$ cat src/rtl/uart_msg_transmitter.sv
`default_nettype none
// ============================================================================
// Module   : uart_msg_transmitter
// Purpose  : Sends a run-time loaded message buffer over a UART line. The
//            framer is built in. Data width, parity, stop bits, baud divider
//            and buffer depth are all parameters. An optional repeat mode
//            loops the message until a graceful stop is requested.
// Revision : 1.0 - initial release
// ----------------------------------------------------------------------------
// Ports
//   clock      in   1          system clock
//   reset_n    in   1          asynchronous active-low reset
//   wr_en      in   1          buffer write strobe (ignored while busy)
//   wr_addr    in   AW         buffer write address
//   wr_data    in   DATA_BITS  buffer write data
//   len        in   AW+1       message length, sampled on accepted start
//   start      in   1          start request, accepted only when idle
//   repeat_en  in   1          loop mode, sampled on accepted start
//   stop       in   1          graceful stop request while busy
//   tx         out  1          UART line, idles high
//   busy       out  1          message in progress
//   done       out  1          one-cycle end-of-message pulse
//   char_idx   out  AW         index of the character being framed
// ============================================================================
module uart_msg_transmitter #(
  parameter int CLKS_PER_BIT = 868,
  parameter int DATA_BITS    = 8,
  parameter int PARITY       = 0,
  parameter int STOP_BITS    = 1,
  parameter int DEPTH        = 16,
  localparam int AW          = $clog2(DEPTH)
) (
  input  logic                 clock,
  input  logic                 reset_n,
  input  logic                 wr_en,
  input  logic [AW-1:0]        wr_addr,
  input  logic [DATA_BITS-1:0] wr_data,
  input  logic [AW:0]          len,
  input  logic                 start,
  input  logic                 repeat_en,
  input  logic                 stop,
  output logic                 tx,
  output logic                 busy,
  output logic                 done,
  output logic [AW-1:0]        char_idx
);

  localparam int             BAUD_W     = $clog2(CLKS_PER_BIT);
  localparam int             CNT_W      = 3;
  localparam logic [BAUD_W-1:0] BAUD_LAST = BAUD_W'(CLKS_PER_BIT - 1);
  localparam logic [CNT_W-1:0]  DATA_LAST = CNT_W'(DATA_BITS - 1);
  localparam logic [CNT_W-1:0]  STOP_LAST = CNT_W'(STOP_BITS - 1);
  localparam logic [AW:0]       DEPTH_L   = (AW + 1)'(DEPTH);
  localparam logic              PAR_ODD   = (PARITY == 1);
  localparam logic              HAS_PAR   = (PARITY != 0);

  typedef enum logic [2:0] {
    S_IDLE     = 3'd0,
    S_START_B  = 3'd1,
    S_DATA_B   = 3'd2,
    S_PARITY_B = 3'd3,
    S_STOP_B   = 3'd4
  } state_t;

  // --------------------------------------------------------------------------
  // Message buffer: no reset so contents survive a reset of the framer.
  // --------------------------------------------------------------------------
  logic [DATA_BITS-1:0] mem_q [DEPTH];

  logic busy_q, busy_d;

  always_ff @(posedge clock) begin
    if (wr_en && !busy_q) begin
      mem_q[wr_addr] <= wr_data;
    end
  end

  // --------------------------------------------------------------------------
  // Framer state
  // --------------------------------------------------------------------------
  state_t               state_q,    state_d;
  logic [BAUD_W-1:0]    baud_q,     baud_d;
  logic [CNT_W-1:0]     bit_cnt_q,  bit_cnt_d;
  logic [DATA_BITS-1:0] shift_q,    shift_d;
  logic                 parity_q,   parity_d;
  logic [AW-1:0]        char_idx_q, char_idx_d;
  logic [AW:0]          len_q,      len_d;
  logic                 repeat_q,   repeat_d;
  logic                 stop_q,     stop_d;
  logic                 tx_q,       tx_d;
  logic                 done_q,     done_d;

  // Character loader: selects which buffer entry feeds the shift register.
  logic                 load_en;
  logic [AW-1:0]        load_idx;
  logic [DATA_BITS-1:0] load_data;

  logic                 bit_end;
  logic                 more_chars;
  logic                 stop_seen;
  logic [AW-1:0]        next_idx;

  assign load_data  = mem_q[load_idx];
  assign bit_end    = (baud_q == BAUD_LAST);
  assign next_idx   = char_idx_q + AW'(1);
  // Widened compare so that len_q == DEPTH works at the last index.
  assign more_chars = (({1'b0, char_idx_q}) + (AW + 1)'(1)) < len_q;
  // A stop raised in the final cycle of a pass still ends the loop.
  assign stop_seen  = stop_q | stop;

  always_comb begin
    state_d    = state_q;
    baud_d     = baud_q;
    bit_cnt_d  = bit_cnt_q;
    shift_d    = shift_q;
    parity_d   = parity_q;
    char_idx_d = char_idx_q;
    len_d      = len_q;
    repeat_d   = repeat_q;
    stop_d     = stop_q;
    tx_d       = tx_q;
    busy_d     = busy_q;
    done_d     = 1'b0;
    load_en    = 1'b0;
    load_idx   = '0;

    if (state_q == S_IDLE) begin
      tx_d = 1'b1;
      if (start && (len != '0) && (len <= DEPTH_L)) begin
        state_d    = S_START_B;
        busy_d     = 1'b1;
        char_idx_d = '0;
        len_d      = len;
        repeat_d   = repeat_en;
        stop_d     = 1'b0;
        baud_d     = '0;
        tx_d       = 1'b0;
        load_en    = 1'b1;
        load_idx   = '0;
      end
    end else begin
      stop_d = stop_seen;
      baud_d = bit_end ? '0 : baud_q + BAUD_W'(1);

      case (state_q)
        S_START_B: begin
          if (bit_end) begin
            state_d   = S_DATA_B;
            bit_cnt_d = '0;
            tx_d      = shift_q[0];
          end
        end

        S_DATA_B: begin
          if (bit_end) begin
            if (bit_cnt_q == DATA_LAST) begin
              bit_cnt_d = '0;
              if (HAS_PAR) begin
                state_d = S_PARITY_B;
                tx_d    = parity_q;
              end else begin
                state_d = S_STOP_B;
                tx_d    = 1'b1;
              end
            end else begin
              bit_cnt_d = bit_cnt_q + CNT_W'(1);
              shift_d   = shift_q >> 1;
              tx_d      = shift_q[1];
            end
          end
        end

        S_PARITY_B: begin
          if (bit_end) begin
            state_d   = S_STOP_B;
            bit_cnt_d = '0;
            tx_d      = 1'b1;
          end
        end

        S_STOP_B: begin
          if (bit_end) begin
            if (bit_cnt_q == STOP_LAST) begin
              if (more_chars) begin
                // Next character follows with no idle gap.
                state_d    = S_START_B;
                char_idx_d = next_idx;
                load_en    = 1'b1;
                load_idx   = next_idx;
                tx_d       = 1'b0;
              end else if (repeat_q && !stop_seen) begin
                state_d    = S_START_B;
                char_idx_d = '0;
                load_en    = 1'b1;
                load_idx   = '0;
                tx_d       = 1'b0;
              end else begin
                state_d    = S_IDLE;
                busy_d     = 1'b0;
                done_d     = 1'b1;
                stop_d     = 1'b0;
                char_idx_d = '0;
                tx_d       = 1'b1;
              end
            end else begin
              bit_cnt_d = bit_cnt_q + CNT_W'(1);
              tx_d      = 1'b1;
            end
          end
        end

        default: begin
          state_d = S_IDLE;
          busy_d  = 1'b0;
          stop_d  = 1'b0;
          tx_d    = 1'b1;
        end
      endcase
    end

    // Parity is computed once per character, from the unshifted value.
    if (load_en) begin
      shift_d  = load_data;
      parity_d = (^load_data) ^ PAR_ODD;
    end
  end

  always_ff @(posedge clock or negedge reset_n) begin
    if (!reset_n) begin
      state_q    <= S_IDLE;
      baud_q     <= '0;
      bit_cnt_q  <= '0;
      shift_q    <= '0;
      parity_q   <= 1'b0;
      char_idx_q <= '0;
      len_q      <= '0;
      repeat_q   <= 1'b0;
      stop_q     <= 1'b0;
      tx_q       <= 1'b1;
      busy_q     <= 1'b0;
      done_q     <= 1'b0;
    end else begin
      state_q    <= state_d;
      baud_q     <= baud_d;
      bit_cnt_q  <= bit_cnt_d;
      shift_q    <= shift_d;
      parity_q   <= parity_d;
      char_idx_q <= char_idx_d;
      len_q      <= len_d;
      repeat_q   <= repeat_d;
      stop_q     <= stop_d;
      tx_q       <= tx_d;
      busy_q     <= busy_d;
      done_q     <= done_d;
    end
  end

  assign tx       = tx_q;
  assign busy     = busy_q;
  assign done     = done_q;
  assign char_idx = char_idx_q;

endmodule
`default_nettype wire

$ cat config.mk
export PLATFORM = sky130hd
export DESIGN_NAME = uart_msg_transmitter
export DESIGN_NICKNAME = d
export VERILOG_FILES = /design/src/rtl/uart_msg_transmitter.sv
export SDC_FILE = /design/constraint.sdc
export NUM_CORES = 1
export LEC_CHECK = 0
export ABC_AREA = 0
export CAP_MARGIN = 25
export CORE_MARGIN = 8
export CORE_UTILIZATION = 40
export DETAILED_ROUTE_END_ITERATION = 10
export SYNTH_ARGS = -nofsm -noshare
export SYNTH_HDL_FRONTEND = slang
export SYNTH_SLANG_ARGS = --single-unit
$ cat constraint.sdc
create_clock -name clock -period 4.5 [get_ports clock]
set_clock_uncertainty 0.05 [all_clocks]
set_input_delay 1.125 -clock clock [delete_from_list [all_inputs] [get_ports clock]]
set_output_delay 1.125 -clock clock [all_outputs]
set_load 0.1 [all_outputs]
# Word level (Yosys, flattened, before mapping)
# Memories as Yosys holds them, arrays and structs flattened.
# Index checks and enable logic that the tools add are counted.
# op_classes
add_sub_neg	4
n_lt_le_gt_ge	2
n_eq_ne	22
n_mux	73
bitwise	2
n_reduce_logical	24
# op_table
operator	n
$mux W4	10
$mux W8	5
$mux W3	13
$mux W1	37
$mux W10	3
$ne A3 B3 Y1 const B	8
$pmux W3 S4	1
$reduce_and A4 Y1	3
$reduce_and A6 Y1	2
$add A10 B1 Y10 const B	1
$eq A10 B10 Y1 const B	1
$ne A2 B2 Y1 const B	5
$reduce_bool A2 Y1	5
$pmux W3 S3	1
$reduce_and A7 Y1	1
$eq A3 B2 Y1 const B	2
$eq A3 B3 Y1 const B	2
$logic_not A3 Y1	2
$ne A2 B1 Y1 const B	3
$add A4 B1 Y5 const B	1
$le A5 B5 Y1 const B	1
$lt A5 B5 Y1	1
$reduce_bool A5 Y1	1
$add A4 B1 Y4 const B	1
12 further kinds	17
# word_totals
ff_bits	38
ram_bits	128
output_inout_bits	7
memories	1
# memory_table
memory	words	width	read_ports	rd_clocked_by_memory_dff	write_ports	line_no	source
mem_q	16	8	1	0	1	68	logic [DATA_BITS-1:0] mem_q [DEPTH];

# Depth between registers and ports, before layout
# depth
word_depth	11
mapped_depth	14
depth_no_buf	12

# Least setup slack after synthesis
# OpenSTA, ideal clock, no wires.
# synth_path
path_type	register to register
startpoint	register char_idx_q[0], in the netlist char_idx[0]
endpoint	register shift_q[7]
arrival_ns	4.241
required_ns	4.324
setup_slack_ns	0.083
path_stages_with_launch	14
path_cell_list	dfrtp_1 ha_1 xnor2_1 clkinv_1 clkbuf_1 ha_1 a21oi_1 o21a_1 o21ai_2 nor3_2 mux2_2 o21ai_0 a21boi_1 a311o_1
# synth_between
elab_chain_cells	9
word_cells_on_any_way	20
classes_between	add/sub (2); order compare (1); eq/ne (2); mux (11); reduce/logical (3); memory (1)
# synth_rtl
element	line_no	source
start: declaration	86	logic [AW-1:0] char_idx_q, char_idx_d;
start signal: assignment	248	char_idx_q <= char_idx_d;
$add A4 B1 Y5	107	assign more_chars = (({1'b0, char_idx_q}) + (AW + 1)'(1)) < len_q;
$lt A5 B5 Y1	107	
$mux W4 or $mux W1 (tied branches)	184	if (more_chars) begin
$mux W4 or $mux W1 (tied branches)	183	if (bit_cnt_q == STOP_LAST) begin
$mux W4 or $mux W1 (tied branches)	182	if (bit_end) begin
$mux W4 or $mux W1 (tied branches)	145	case (state_q)
$mux W4 or $mux W1 (tied branches)	127	if (state_q == S_IDLE) begin
$mem_v2 Z16 W8 (tied with other cells)	--	
$mux W8 or $reduce_and A4 Y1 (tied branches)	--	
end signal: assignment	246	shift_q <= shift_d;
end: declaration	84	logic [DATA_BITS-1:0] shift_q, shift_d;
# Parallel ways exist; a longest one is shown, timed or not.
# A chain may end at the register's enable or synchronous reset.

# Worst setup path after layout
# layout_path
startpoint	register char_idx_q[1], in the netlist char_idx[1]
endpoint	register shift_q[7]
# The elaborated chain is that of the path after synthesis.

==> run_results.csv <==
group,metric,value,unit
detailed_routing,ant_nets,0,
floorplanning,core_area,18460,µm²
setup_path,arrival,3920,ps
synth,synth_edf_count,128,
place,place_congestion,0.8176,
clock_network,cts_buffer_depth,2,
synth,synth.top_cell.area_share,51.75,%
status,status,"completed",
synth,ys.flop_type,"edfxtp_1",
global_route,track_usage,15.54,%
finish,area_delta_synth_final,15.60,%
floorplanning,die_height,152.3,µm
global_route,grt_max_degree,39,
timing,drv_slew,0,
timing,fmax,0.2728,GHz
detailed_routing,topRoutingLayerUsed,"met4",
timing,fin_tns_setup,0,ps
place,pre_cts_slack,832.7,ps
synth,netlist_area,7427,µm²
power_and_ir_drop,p_per_area,372.3,nW/µm²
clock_network,clkTransAtPathRegs,60,ps
synth,avgSynthCellArea,12.42,µm²
clock_network,cts_root_buf,"clkbuf_16",
hold_path,hold_path_class,"reg2reg",
power_and_ir_drop,ir_drop,0.0002294,V
detailed_routing,vias,4975,
power_and_ir_drop,leakage,3.014,nW
timing,setup-violations-final,0,
place,io_buffer_count,29,
detailed_routing,vias_per_cell,5.628,
setup_path,path_delay_family,"compound AO/OA/AOI/OAI gates",
setup_path,worst-path-max-fanout,14,
global_route,grt.overflow.total,0,
floorplanning,die_area,23180,µm²
setup_path,criticalPathCategory,"reg2reg",
setup_path,required,4750,ps
synth,yosysMostFrequentCell,"edfxtp_1",
clock_network,postCtsHoldBufs,0,
finish,layout.nets,670,
detailed_routing,drt_wl_total,17450,µm
timing,rsz0062_at_grt,"false",
setup_path,startpoint_type,"register",
detailed_routing,detail_route.wl_per_cell,19.74,µm
floorplanning,start_util,40.24,%
timing,tightest_slew,1031,ps
timing,fin_ws,834.0,ps
power_and_ir_drop,p_total,0.003196,W
clock_network,cts_buffers,17,
job,cap_violations,0,
clock_network,htreeDepth,4,
clock_network,post_cts_resized,0,
detailed_routing,dr_wl_met2,8198,µm
timing,hold_viol,0,
synth,yosysWarnings,0,
synth,synthArstFlopShare,22.89,%
detailed_routing,dr.pass1.iters,5,
synth,synth_area_leader_cell,"edfxtp_1",
clock_network,cts_setup_buffers,0,
setup_path,path_cells,"ha_1 > xnor2_1 > buf_4 > clkinv_1 > ha_1 > a21oi_1 > o21a_1 > o21ai_2 > nor3_4 > buf_4 > a211oi_1 > o21ai_0 > a21boi_1 > a311o_1",
synth,ys_seq_elements,166,
synth,synth_seq_area_share,64.57,%
synth,yosysUniqueCellTypes,57,
clock_network,clock_latency,420,ps
timing,slew_headroom,31.04,%
synth,synth_fp_nets,630,
clock_network,clkSinkCount,166,
finish,drive_above_1_share,10.15,%
place,dp_hpwl,11710,µm
setup_path,slowest_stage,"nor3_4",
setup_path,endpoint_kind,"register",
floorplanning,ios,30,
global_route,grt_pass1_wl,28150,µm
synth,netlist_instances,598,
timing,fin_crit_sh,81.47,%
synth,yosys-top-cells-area,"edfxtp_1, dfrtp_1, mux2i_1",
detailed_routing,wl_met1,7760,µm
finish,diodes,0,
timing,whs,463.2,ps
synth,yosys-top-cells-count,"edfxtp_1, nor2_1, nand2_1",
clock_network,cts_tree,"done",
detailed_routing,drc,0,
detailed_routing,drtIter0Drc,410,
global_route,antenna_found_initial,0,
global_route,grt_pass1_vias,4976,
timing,layout_min_cycle_time,3666,ps
detailed_routing,wl_met3,1197,µm
floorplanning,rows,50,
setup_path,crit_buf_inv,3,
floorplanning,die_x,152.3,µm
setup_path,cp_slowest_stage_delay,760,ps
-- worst reg2reg max path, delay by kind of cell (launching register included) --
family | cells | cell delay (ps)
compound gates | 7 | 1130
xor+xnor | 1 | 140
fa+ha+maj | 2 | 500
buf+inv | 3 | 550
flops | 1 | 410
simple gates | 1 | 770
-- state kept, by name, summed over array words and instances (netlist names) --
signal	flops
tx	1
mem_q	128
char_idx	4
shift_q	8
repeat_q	1
state_q	3
busy	1
baud_q	10
stop_q	1
done	1
bit_cnt_q	3
len_q	5
-- cell type report --
type | count | area (µm²)
Clock inverter | 12 | 146.4
Tap cell | 234 | 292.8
Clock buffer | 19 | 432.9
Sequential cell | 166 | 4796
Fill cell | 1650 | 9869
Multi-Input combinational cell | 399 | 2482
Timing Repair Buffer | 44 | 397.9
Inverter | 10 | 37.54
-- power by group --
group | switching (W) | internal [W] | total, W | leakage (nW)
Clock | 0.000612 | 0.000827 | 0.00144 | 0.278
Combinational | 0.0000484 | 0.0000250 | 0.0000734 | 1.14
Sequential | 0.00000552 | 0.00168 | 0.00168 | 1.60
Total | 0.000666 | 0.00253 | 0.00320 | 3.01
-- path summary, 6_finish.rpt --
path                                          from                endpoint  slack (ps)  cells after the start
setup / recovery           char_idx[1]$_DFFE_PN0P_  shift_q[7]$_DFFE_PN0P_         830                     14
hold / removal                repeat_q$_DFFE_PN0P_    repeat_q$_DFFE_PN0P_         460                      1
setup reg to reg           char_idx[1]$_DFFE_PN0P_  shift_q[7]$_DFFE_PN0P_         830                     14
hold reg to reg               repeat_q$_DFFE_PN0P_    repeat_q$_DFFE_PN0P_         460                      1
max in group asynchronous                  reset_n   baud_q[9]$_DFFE_PN0P_        3070                      1
min in group asynchronous                  reset_n    len_q[4]$_DFFE_PN0P_         770                      1
-- layer usage --
layer / GRT usage (%) / vias to the layer above
li1: - / 2333
met1: 20.27 / 2448
met2: 24.76 / 175
met3: 4.311 / 19
met4: 4.664 / 0
met5: 0 / -
-- cell usage in the layout (no fill, tap or decap), types with 7 or more instances in the layout --
| master | count |
|---|---|
| and3_1 | 12 |
| nor3_1 | 50 |
| inv_1 | 9 |
| clkdlybuf4s50_1 | 28 |
| a21oi_1 | 23 |
| clkbuf_16 | 17 |
| o31ai_1 | 8 |
| o21ai_0 | 27 |
| ha_1 | 9 |
| o311ai_0 | 8 |
| nor2_1 | 62 |
| mux2i_1 | 37 |
| o211ai_1 | 10 |
| nand3_1 | 12 |
| edfxtp_1 | 128 |
| nand2_1 | 59 |
| nand2b_1 | 8 |
| buf_4 | 15 |
| or3_1 | 9 |
| dfrtp_1 | 37 |
| a22oi_1 | 7 |
| mux2_2 | 8 |
-- kinds of logic after synthesis --
family | share of synthesized area (%)
DFF | 64.57
AOI/OAI and AO/OA | 9.485
buffers and inverters | 2.005
and+or+nand+nor | 15.63
muxes | 6.200
xor gates and xnor gates | 0.5896
adders and majority gates | 1.516
-- metrics by stage --
| step | instances | utilization, % | cell area [µm²] |
|---|---|---|---|
| after CTS | 883 | 46.48 | 8578 |
| after floorplan | 598 | - | 7427 |
| after global routing | 884 | 46.52 | 8586 |
| after detailed placement | 852 | 43.34 | 7999 |
| final | 884 | 46.52 | 8586 |
| after global placement | 852 | 43.34 | 7999 |
No activity file was read; power rests on OpenSTA's default activity.
